<file path="src/rtl/ring_arb_pkg.sv">
// Shared types and helpers for the ring round-robin arbiter: state encoding,
// a constant-foldable clog2 and a one-hot rotate-left used to advance the priority ring.
package ring_arb_pkg;

  localparam int MAX_N = 32;

  typedef enum logic {
    IDLE  = 1'b0,
    GRANT = 1'b1
  } state_e;

  function automatic int clog2(input int value);
    int result;
    result = 0;
    while ((1 << result) < value) begin
      result = result + 1;
    end
    return result;
  endfunction

  // Rotate the low n bits of v left by one; bits at and above n come back as zero.
  function automatic logic [MAX_N-1:0] rotl1(input logic [MAX_N-1:0] v, input int n);
    logic [MAX_N-1:0] r;
    r = '0;
    for (int i = 0; i < MAX_N; i++) begin
      if (i < n) begin
        r[(i + 1) % n] = v[i];
      end
    end
    return r;
  endfunction

endpackage

</file>
<file path="src/rtl/ring_rr_pick.sv">
// Combinational rotating-priority picker: the first set req bit at or above the
// one-hot ptr position (wrapping around) wins.
module ring_rr_pick
  import ring_arb_pkg::*;
#(
  parameter int N = 4
) (
  input  logic [N-1:0] req,
  input  logic [N-1:0] ptr,
  output logic [N-1:0] win,
  output logic         any
);

  int unsigned start_idx;

  always_comb begin
    start_idx = 0;
    for (int i = 0; i < N; i++) begin
      if (ptr[i]) begin
        start_idx = i;
      end
    end
  end

  always_comb begin
    int unsigned idx;
    logic        found;
    win   = '0;
    found = 1'b0;
    idx   = 0;
    for (int k = 0; k < N; k++) begin
      idx = start_idx + k;
      if (idx >= N) begin
        idx = idx - N;
      end
      if (!found && req[idx]) begin
        win[idx] = 1'b1;
        found    = 1'b1;
      end
    end
  end

  assign any = |req;

endmodule

</file>
<file path="src/rtl/ring_rr_arbiter.sv">
// Round-robin arbiter with a one-hot rotating priority ring and an optional
// per-grant cycle limit; registered one-hot grant with zero-gap handover.
module ring_rr_arbiter
  import ring_arb_pkg::*;
#(
  parameter  int N      = 4,
  parameter  int HOLD_W = 4,
  localparam int ID_W   = clog2(N)
) (
  input  logic              clk,
  input  logic              rst_n,
  input  logic [N-1:0]      req,
  input  logic [HOLD_W-1:0] max_hold,
  output logic [N-1:0]      grant,
  output logic              grant_valid,
  output logic [ID_W-1:0]   grant_id,
  output logic [N-1:0]      ptr
);

  state_e            state_q, state_d;
  logic [N-1:0]      grant_q, grant_d;
  logic              gv_q, gv_d;
  logic [ID_W-1:0]   id_q, id_d;
  logic [N-1:0]      ptr_q, ptr_d;
  logic [HOLD_W-1:0] cnt_q, cnt_d;
  logic [HOLD_W-1:0] lim_q, lim_d;

  logic [N-1:0]      rot_ptr;
  logic [N-1:0]      pick_ptr;
  logic [N-1:0]      win;
  logic              win_any;
  logic [ID_W-1:0]   win_id;
  logic              held_req;
  logic              forced;
  logic              release_now;

  assign rot_ptr  = N'(rotl1(MAX_N'(grant_q), N));
  assign held_req = |(req & grant_q);
  assign forced   = (lim_q != '0) && (cnt_q == lim_q - 1'b1);
  assign release_now = (state_q == GRANT) && (!held_req || forced);

  // On release the search restarts just past the outgoing requester.
  assign pick_ptr = release_now ? rot_ptr : ptr_q;

  ring_rr_pick #(.N(N)) u_pick (
    .req (req),
    .ptr (pick_ptr),
    .win (win),
    .any (win_any)
  );

  always_comb begin
    win_id = '0;
    for (int i = 0; i < N; i++) begin
      if (win[i]) begin
        win_id = ID_W'(i);
      end
    end
  end

  always_comb begin
    state_d = state_q;
    grant_d = grant_q;
    gv_d    = gv_q;
    id_d    = id_q;
    ptr_d   = ptr_q;
    cnt_d   = cnt_q;
    lim_d   = lim_q;
    unique case (state_q)
      IDLE: begin
        if (win_any) begin
          state_d = GRANT;
          grant_d = win;
          gv_d    = 1'b1;
          id_d    = win_id;
          cnt_d   = '0;
          lim_d   = max_hold;
        end
      end
      GRANT: begin
        if (release_now) begin
          ptr_d = rot_ptr;
          if (win_any) begin
            grant_d = win;
            gv_d    = 1'b1;
            id_d    = win_id;
            cnt_d   = '0;
            lim_d   = max_hold;
          end else begin
            state_d = IDLE;
            grant_d = '0;
            gv_d    = 1'b0;
            id_d    = '0;
            cnt_d   = '0;
          end
        end else if (cnt_q != '1) begin
          cnt_d = cnt_q + 1'b1;
        end
      end
      default: state_d = IDLE;
    endcase
  end

  always_ff @(posedge clk or negedge rst_n) begin
    if (!rst_n) begin
      state_q <= IDLE;
      grant_q <= '0;
      gv_q    <= 1'b0;
      id_q    <= '0;
      ptr_q   <= N'(1);
      cnt_q   <= '0;
      lim_q   <= '0;
    end else begin
      state_q <= state_d;
      grant_q <= grant_d;
      gv_q    <= gv_d;
      id_q    <= id_d;
      ptr_q   <= ptr_d;
      cnt_q   <= cnt_d;
      lim_q   <= lim_d;
    end
  end

  assign grant       = grant_q;
  assign grant_valid = gv_q;
  assign grant_id    = id_q;
  assign ptr         = ptr_q;

endmodule

</file>
<file path="config.mk">
export PLATFORM = sky130hd
export DESIGN_NAME = ring_rr_arbiter
export DESIGN_NICKNAME = d
export VERILOG_FILES = /design/src/rtl/ring_arb_pkg.sv /design/src/rtl/ring_rr_pick.sv /design/src/rtl/ring_rr_arbiter.sv
export SDC_FILE = /design/constraint.sdc
export NUM_CORES = 1
export LEC_CHECK = 0
export ABC_AREA = 1
export BUFFER_PORTS_ARGS = -buffer_cell sky130_fd_sc_hd__clkbuf_2
export CORE_UTILIZATION = 59
export CTS_BUF_LIST = sky130_fd_sc_hd__clkbuf_2
export DETAILED_ROUTE_END_ITERATION = 8
export GPL_TIMING_DRIVEN = 0
export PLACE_DENSITY_LB_ADDON = 0.25
export SYNTH_ARGS = -nofsm -noshare
export SYNTH_HDL_FRONTEND = slang
export SYNTH_SLANG_ARGS = --single-unit
</file>
<file path="constraint.sdc">
create_clock -name clk -period 3.4 [get_ports clk]
set_input_delay 0.34 -clock clk [delete_from_list [all_inputs] [get_ports clk]]
set_output_delay 0.34 -clock clk [all_outputs]
set_load 0.005 [all_outputs]
</file>
Word level (Yosys, flattened, before mapping) --
Cells that the tools add are included.
Word-level totals: register bits after elaboration 20, latch bits 0, memory bits (writable) 0, memory bits (read-only) 0, input port bits 10, output and inout bits 11, word-level logic and storage cells 114, memories 0
Cells by class: add/sub/neg operators 9, multiply operators 0, divide/modulo/power cells 0, magnitude comparators 12, eq/ne operators 5, shift operators 0, multiplexer cells 55, bitwise operators 5, reduce and logical (&&, ||, !) cells 20
Operator list (number):
- 32-bit two-way mux | 6
- 32-bit by 1-bit >= comparator with 1-bit output (second input constant) | 4
- 32-bit by 3-bit >= comparator with 1-bit output (second input constant) | 4
- 32-bit by 3-bit less-than comparator with 1-bit output (second input constant) | 4
- 32-bit by 3-bit subtractor with 32-bit output (second input constant) | 4
- 32-bit by 2-bit adder with 32-bit output (second input constant) | 2
- 4-bit two-way mux | 13
- 32-bit by 1-bit adder with 32-bit output (second input constant) | 1
- 4-bit case mux with 2 select lines | 3
- 1-bit two-way mux | 17
- 4-bit OR | 3
- 2-bit two-way mux | 5
- 1-bit logical AND | 9
- 1-bit binary-select mux with 2-bit select | 4
- 1-bit demux with 2-bit select | 4
- 4-bit OR reduction | 2
- 2-bit AND reduction | 3
- 4-bit by 1-bit adder with 4-bit output (second input constant) | 1
- 4-bit bitwise AND | 1
- 4-bit equality test | 1
- 1-bit zero test | 4
- 2-bit by 1-bit != test with 1-bit output (second input constant) | 2
- 4-bit != test (second input constant) | 1
- 1-bit case mux with 2 select lines | 2
- other kinds (6) | 6

Depth between registers and ports, before layout --
depth in word-level cells 29, mapped depth 26, depth with buffers taken out 26

Hierarchy --
Synthesis repeated with hierarchy kept, for this count alone.
Second synthesis, totals: cells, all modules 221, area total of the unflattened synthesis 1532.7 µm²
By module, submodules not included:
- ring_rr_arbiter | times used 1, cells each 141, area an instance 1051.0 µm², seq. area each 501.7 µm²
- ring_rr_pick | times used 1, cells each 80, area an instance 481.7 µm², seq. area each 0.0 µm²

Least setup slack after synthesis --
No wires, ideal clock.
path type reg2reg, from register lim_q[0], to register id_q[0] (netlist: grant_id[0]), library setup time 0.121 ns, data arrival time 2.673 ns, data required time 3.279 ns, slack 0.606 ns, cell stages (with the launch flop) 25, buffers on the path 0, clock period less this slack 2.794 ns, cells stage by stage dfrtp_1 -> inv_2 -> ha_1 -> nand2_1 -> inv_1 -> nor2_1 -> nand3_1 -> nor2_1 -> nand2_2 -> nand2_4 -> nand2_8 -> o21ai_4 -> nand2_4 -> inv_1 -> ha_1 -> inv_1 -> nand3_1 -> nand2_2 -> nand3_1 -> nand2_1 -> clkinv_1 -> nand3_2 -> inv_1 -> nand3_1 -> nand2_1
On the way: cells in the longest elaborated chain, start to end 29, elaborated cells on any way between the ends 78, classes of those cells 8 x add/sub; 12 x order compare; 2 x eq/ne; 38 x mux; 3 x bitwise; 15 x reduce/logical
Ends and longest elaborated chain:
- start: declaration | RTL line ring_rr_arbiter.sv:26 | logic [HOLD_W-1:0] lim_q, lim_d;
- start signal: assignment | RTL line ring_rr_arbiter.sv:120 | lim_q <= lim_d;
- 4-bit by 1-bit subtractor with 4-bit output | RTL line ring_rr_arbiter.sv:39 | assign forced = (lim_q != '0) && (cnt_q == lim_q - 1'b1);
- 4-bit equality test | RTL line ring_rr_arbiter.sv:39
- 1-bit logical AND (*) | RTL line ring_rr_arbiter.sv:39
- 1-bit logical OR (*) | RTL line ring_rr_arbiter.sv:40 | assign release_now = (state_q == GRANT) && (!held_req || forced);
- 1-bit logical AND (*) | RTL line ring_rr_arbiter.sv:40
- branches (longest 24 deep; another with 32-bit by 1-bit adder with 32-bit output)
- end signal: assignment | RTL line ring_rr_arbiter.sv:117 | id_q <= id_d;
- end: declaration | RTL line ring_rr_arbiter.sv:23 | logic [ID_W-1:0] id_q, id_d;
Every way passes the cells marked *. The select of a mux whose other input is x is not followed. A chain may end at the register's enable or synchronous reset.

Final worst setup path --
Same ends and word-level chain as after synthesis.

==> load_flow_metrics.sql <==
INSERT INTO impl_metrics (metric_group, metric, value, unit) VALUES
('clock_tree', 'clk_root_buffer_cell', 'sky130_fd_sc_hd__clkbuf_2', ''),
('clock_tree', 'clk_path_buf_depth', '2', ''),
('sta', 'timing.clock.skew', '0.0187', 'ns'),
('synth', 'top_area_cell_type_share_of_the_netlist_area', '31.7', '%'),
('run_status', 'run_status', 'complete, no violations', ''),
('setup_path', 'required_worst_endpoint', '3.64', 'ns'),
('min_path', 'hold_start', 'max_hold[3]', ''),
('layout', 'final_layout_size_suffix_gt1_share', '28.5', '%'),
('global_route', 'grt_pass1_wl', '5880', 'um'),
('die', 'die_x', '52.4', 'um'),
('sta', 'setup_repair_after_global_routing_missed_its_margin', 'no', ''),
('die', 'fp.dieH', '52.4', 'um'),
('synth', 'yosys-top-cells-count', '61 x sky130_fd_sc_hd__nand2_1, 33 x sky130_fd_sc_hd__nand3_1, 22 x sky130_fd_sc_hd__inv_1, 19 x sky130_fd_sc_hd__dfrtp_1, 9 x sky130_fd_sc_hd__ha_1', ''),
('sta', 'final.hold.worst_slack', '0.198', 'ns'),
('clock_tree', 'cts_htree_levels', '1', ''),
('sta', 'timing.final.hold_violations', '0', ''),
('min_path', 'hold_class', 'in2reg', ''),
('drt', 'wl_per_cell', '13.1', 'um'),
('clock_tree', 'tritoncts_buffers', '3', ''),
('sta', 'setup_violations', '0', ''),
('sta', 'slew_of_the_pin_with_the_lowest_slew_margin', '0.485', 'ns'),
('global_route', 'global_route_usage_over_all_layers', '29.4', '%'),
('sta', 'fin_crit_sh', '91.1', '%'),
('clock_tree', 'clk_pin_slew_worst_paths', '0.19', 'ns'),
('synth', 'post_synth_instance_area', '1500', 'um^2'),
('drt', 'route.detailed.drc', '0', ''),
('synth', 'ys_seq_area_share', '33.5', '%'),
('setup_path', 'worst_r2r_startpoint', 'lim_q[0]$_DFFE_PN0P_', ''),
('synth', 'multiplexer_share_of_the_synthesized_area', '0', '%'),
('sta', 'post-route-min-period', '3.10', 'ns'),
('place', 'post-place-cells', '252', ''),
('setup_path', 'reg2reg_to', 'grant_id[0]$_DFFE_PN0P_', ''),
('clock_tree', 'sinks_on_clock_net', '20', ''),
('layout', 'area_growth_syn_to_layout', '19.5', '%'),
('global_route', 'grt.overflow.total', '0', ''),
('sta', 'final_slew_viol_count', '0', ''),
('synth', 'library_cell_with_the_highest_instance_count_after_synthesis', 'sky130_fd_sc_hd__nand2_1', ''),
('layout', 'finish.net_count', '259', ''),
('die', 'placeableCoreArea', '2300', 'um^2'),
('setup_path', 'worst_setup_path_end_kind', 'register', ''),
('synth', 'syn-instance-count', '204', ''),
('synth', 'synth_adder_area_share', '7.52', '%'),
('synth', 'synth_largest_area_cell', 'sky130_fd_sc_hd__dfrtp_1', ''),
('min_path', 'worst_hold_path.num_cells', '3', ''),
('drt', 'drt_first_iter_violations', '58', ''),
('layout', 'num-fill-cells', '172', ''),
('setup_path', 'kind_of_critical_path', 'reg2reg', ''),
('die', 'std_cell_rows', '17', ''),
('die', 'start_util', '65.2', '%'),
('sta', 'timing.slew.headroom', '67.7', '%'),
('clock_tree', 'clkLatencyLatePin', '0.34', 'ns'),
('global_route', 'pin_count_of_the_biggest_net_entering_global_routing', '21', ''),
('synth', 'synthesis.nets', '223', ''),
('drt', 'wl', '3490', 'um'),
('synth', 'yosys_register_bits', '20', ''),
('setup_path', 'cp.arrival', '3.34', 'ns'),
('job', 'cap_violations', '0', ''),
('drt', 'detail_route.vias_per_cell', '5.54', ''),
('drt', 'drt_pre_antenna_iters', '4', ''),
('global_route', 'first_global_vias', '1436', ''),
('place', 'finalWeightedCongestion', '0.951', ''),
('setup_path', 'reg2regPathDepth', '22', ''),
('die', 'num_io_pins', '21', ''),
('setup_path', 'timing.reg2reg.setup_slack', '0.30', 'ns'),
('die', 'die_area', '2740', 'um^2'),
('synth', 'synth_simple_gate_area_share', '44.3', '%'),
('synth', 'synth_area_leaders', 'sky130_fd_sc_hd__dfrtp_1 32%, sky130_fd_sc_hd__nand2_1 15%, sky130_fd_sc_hd__nand3_1 11%', ''),
('synth', 'synth_top_family_by_area', 'simple AND/OR/NAND/NOR gates', ''),
('global_route', 'antenna_found_initial', '0', ''),
('setup_path', 'critical_path.startpoint_type', 'register', ''),
('synth', 'compound_gate_portion_of_the_synthesized_area', '4.43', '%');
[timing repair]
item | 4_1_cts | 5_1_grt
gates resized for setup | 0 | 4
hold buffers | 1 | 0
buffers inserted | 0 | 10
setup endpoints to repair | 0 | 6
hold endpoints to repair | 19 | 0
[cell usage in the layout, fill, tap and decap left out, types with 2 or more instances in the layout]
cell type / n
sky130_fd_sc_hd__nand4_1: 4
sky130_fd_sc_hd__inv_2: 5
sky130_fd_sc_hd__dfrtp_1: 19
sky130_fd_sc_hd__nand2_1: 60
sky130_fd_sc_hd__nand3_1: 33
sky130_fd_sc_hd__nand2_2: 8
sky130_fd_sc_hd__buf_2: 2
sky130_fd_sc_hd__clkinv_1: 2
sky130_fd_sc_hd__buf_4: 10
sky130_fd_sc_hd__a21oi_1: 2
sky130_fd_sc_hd__clkbuf_2: 23
sky130_fd_sc_hd__o21ai_1: 3
sky130_fd_sc_hd__inv_1: 21
sky130_fd_sc_hd__nand2_8: 2
sky130_fd_sc_hd__o21ai_0: 5
sky130_fd_sc_hd__nor2_1: 7
sky130_fd_sc_hd__ha_1: 8
sky130_fd_sc_hd__nand2_4: 4
sky130_fd_sc_hd__nand3_2: 6
sky130_fd_sc_hd__xor2_1: 3
[per-layer routing]
layer  global-route usage, %  routed length, um
met4                    13.2                104
met5                       0                  0
met1                    36.1               1490
met2                    48.9               1650
met3                    6.09                241
[worst max-delay path, cell delays in order, from the launching register on]
cell and delay, ns:
sky130_fd_sc_hd__dfrtp_1 0.40, sky130_fd_sc_hd__inv_2 0.06, sky130_fd_sc_hd__ha_1 0.23, sky130_fd_sc_hd__inv_1 0.10, sky130_fd_sc_hd__nand2_1 0.07, sky130_fd_sc_hd__nand3_1 0.09, sky130_fd_sc_hd__nand2_1 0.05, sky130_fd_sc_hd__nor2_1 0.12
sky130_fd_sc_hd__nand2_2 0.09, sky130_fd_sc_hd__nand2_4 0.10, sky130_fd_sc_hd__nand2_8 0.08, sky130_fd_sc_hd__o21ai_4 0.31, sky130_fd_sc_hd__nand2_4 0.16, sky130_fd_sc_hd__ha_4 0.32, sky130_fd_sc_hd__inv_1 0.05, sky130_fd_sc_hd__nand3_1 0.09
sky130_fd_sc_hd__nand2_2 0.11, sky130_fd_sc_hd__nor2_4 0.20, sky130_fd_sc_hd__nand3_1 0.11, sky130_fd_sc_hd__nand3_2 0.09, sky130_fd_sc_hd__inv_1 0.04, sky130_fd_sc_hd__nand3_1 0.06, sky130_fd_sc_hd__nand2_1 0.06
[through the flow]
stage          util [%]  setup WS (ns)  cell area [um^2]
2_1_floorplan         -          0.606              1500
3_3_place_gp       71.1          0.329              1630
3_5_place_dp       71.1          0.253              1630
4_1_cts            73.5          0.207              1690
5_1_grt            77.9        0.00226              1790
6_report           77.9          0.303              1790
[state kept, by name, indices dropped and copies added (netlist names)]
signal	cells
cnt_q	4
grant	4
grant_id	2
grant_valid	1
lim_q	4
ptr	4
state_q	1
[cell type report]
| class | count | area (um^2) | area share, % |
|---|---|---|---|
| flip-flops and latches | 20 | 502 | 28.0 |
| multi-input cells | 153 | 901 | 50.3 |
| inverters | 29 | 113 | 6.29 |
| well taps | 28 | 35.0 | 1.96 |
| clock buffers | 3 | 15.0 | 0.839 |
| repair buffers | 31 | 185 | 10.3 |
| plain buffers | 2 | 10.0 | 0.559 |
| clock inverters | 1 | 30.0 | 1.68 |
[worst max-delay path by stage]
stage / start / end / slack (ns) / cells past startpoint
2_1_floorplan: lim_q[0]$_DFFE_PN0P_ / grant_id[0]$_DFFE_PN0P_ / 0.61 / 24
3_3_place_gp: lim_q[0]$_DFFE_PN0P_ / grant_id[0]$_DFFE_PN0P_ / 0.33 / 24
3_5_place_dp: lim_q[0]$_DFFE_PN0P_ / grant[3]$_DFFE_PN0P_ / 0.25 / 21
4_1_cts: lim_q[0]$_DFFE_PN0P_ / grant_id[0]$_DFFE_PN0P_ / 0.21 / 22
5_1_grt: lim_q[0]$_DFFE_PN0P_ / grant_id[1]$_DFFE_PN0P_ / 0.002 / 21
6_report: lim_q[0]$_DFFE_PN0P_ / grant_id[0]$_DFFE_PN0P_ / 0.30 / 22
[logic make-up (layout without fill, tap and decap cells)]
kind of cell,after synthesis,count (layout)
AO/OA/AOI/OAI,11,11
buffers and inverters,31,66
flip-flops,20,20
AND/OR/NAND/NOR,129,129
adder cells (fa/ha/maj),9,9
XOR/XNOR,4,4
Power is left out: the tool's default activity adds up to more than one toggle a clock period on the data nets, which glitch-free logic cannot reach.
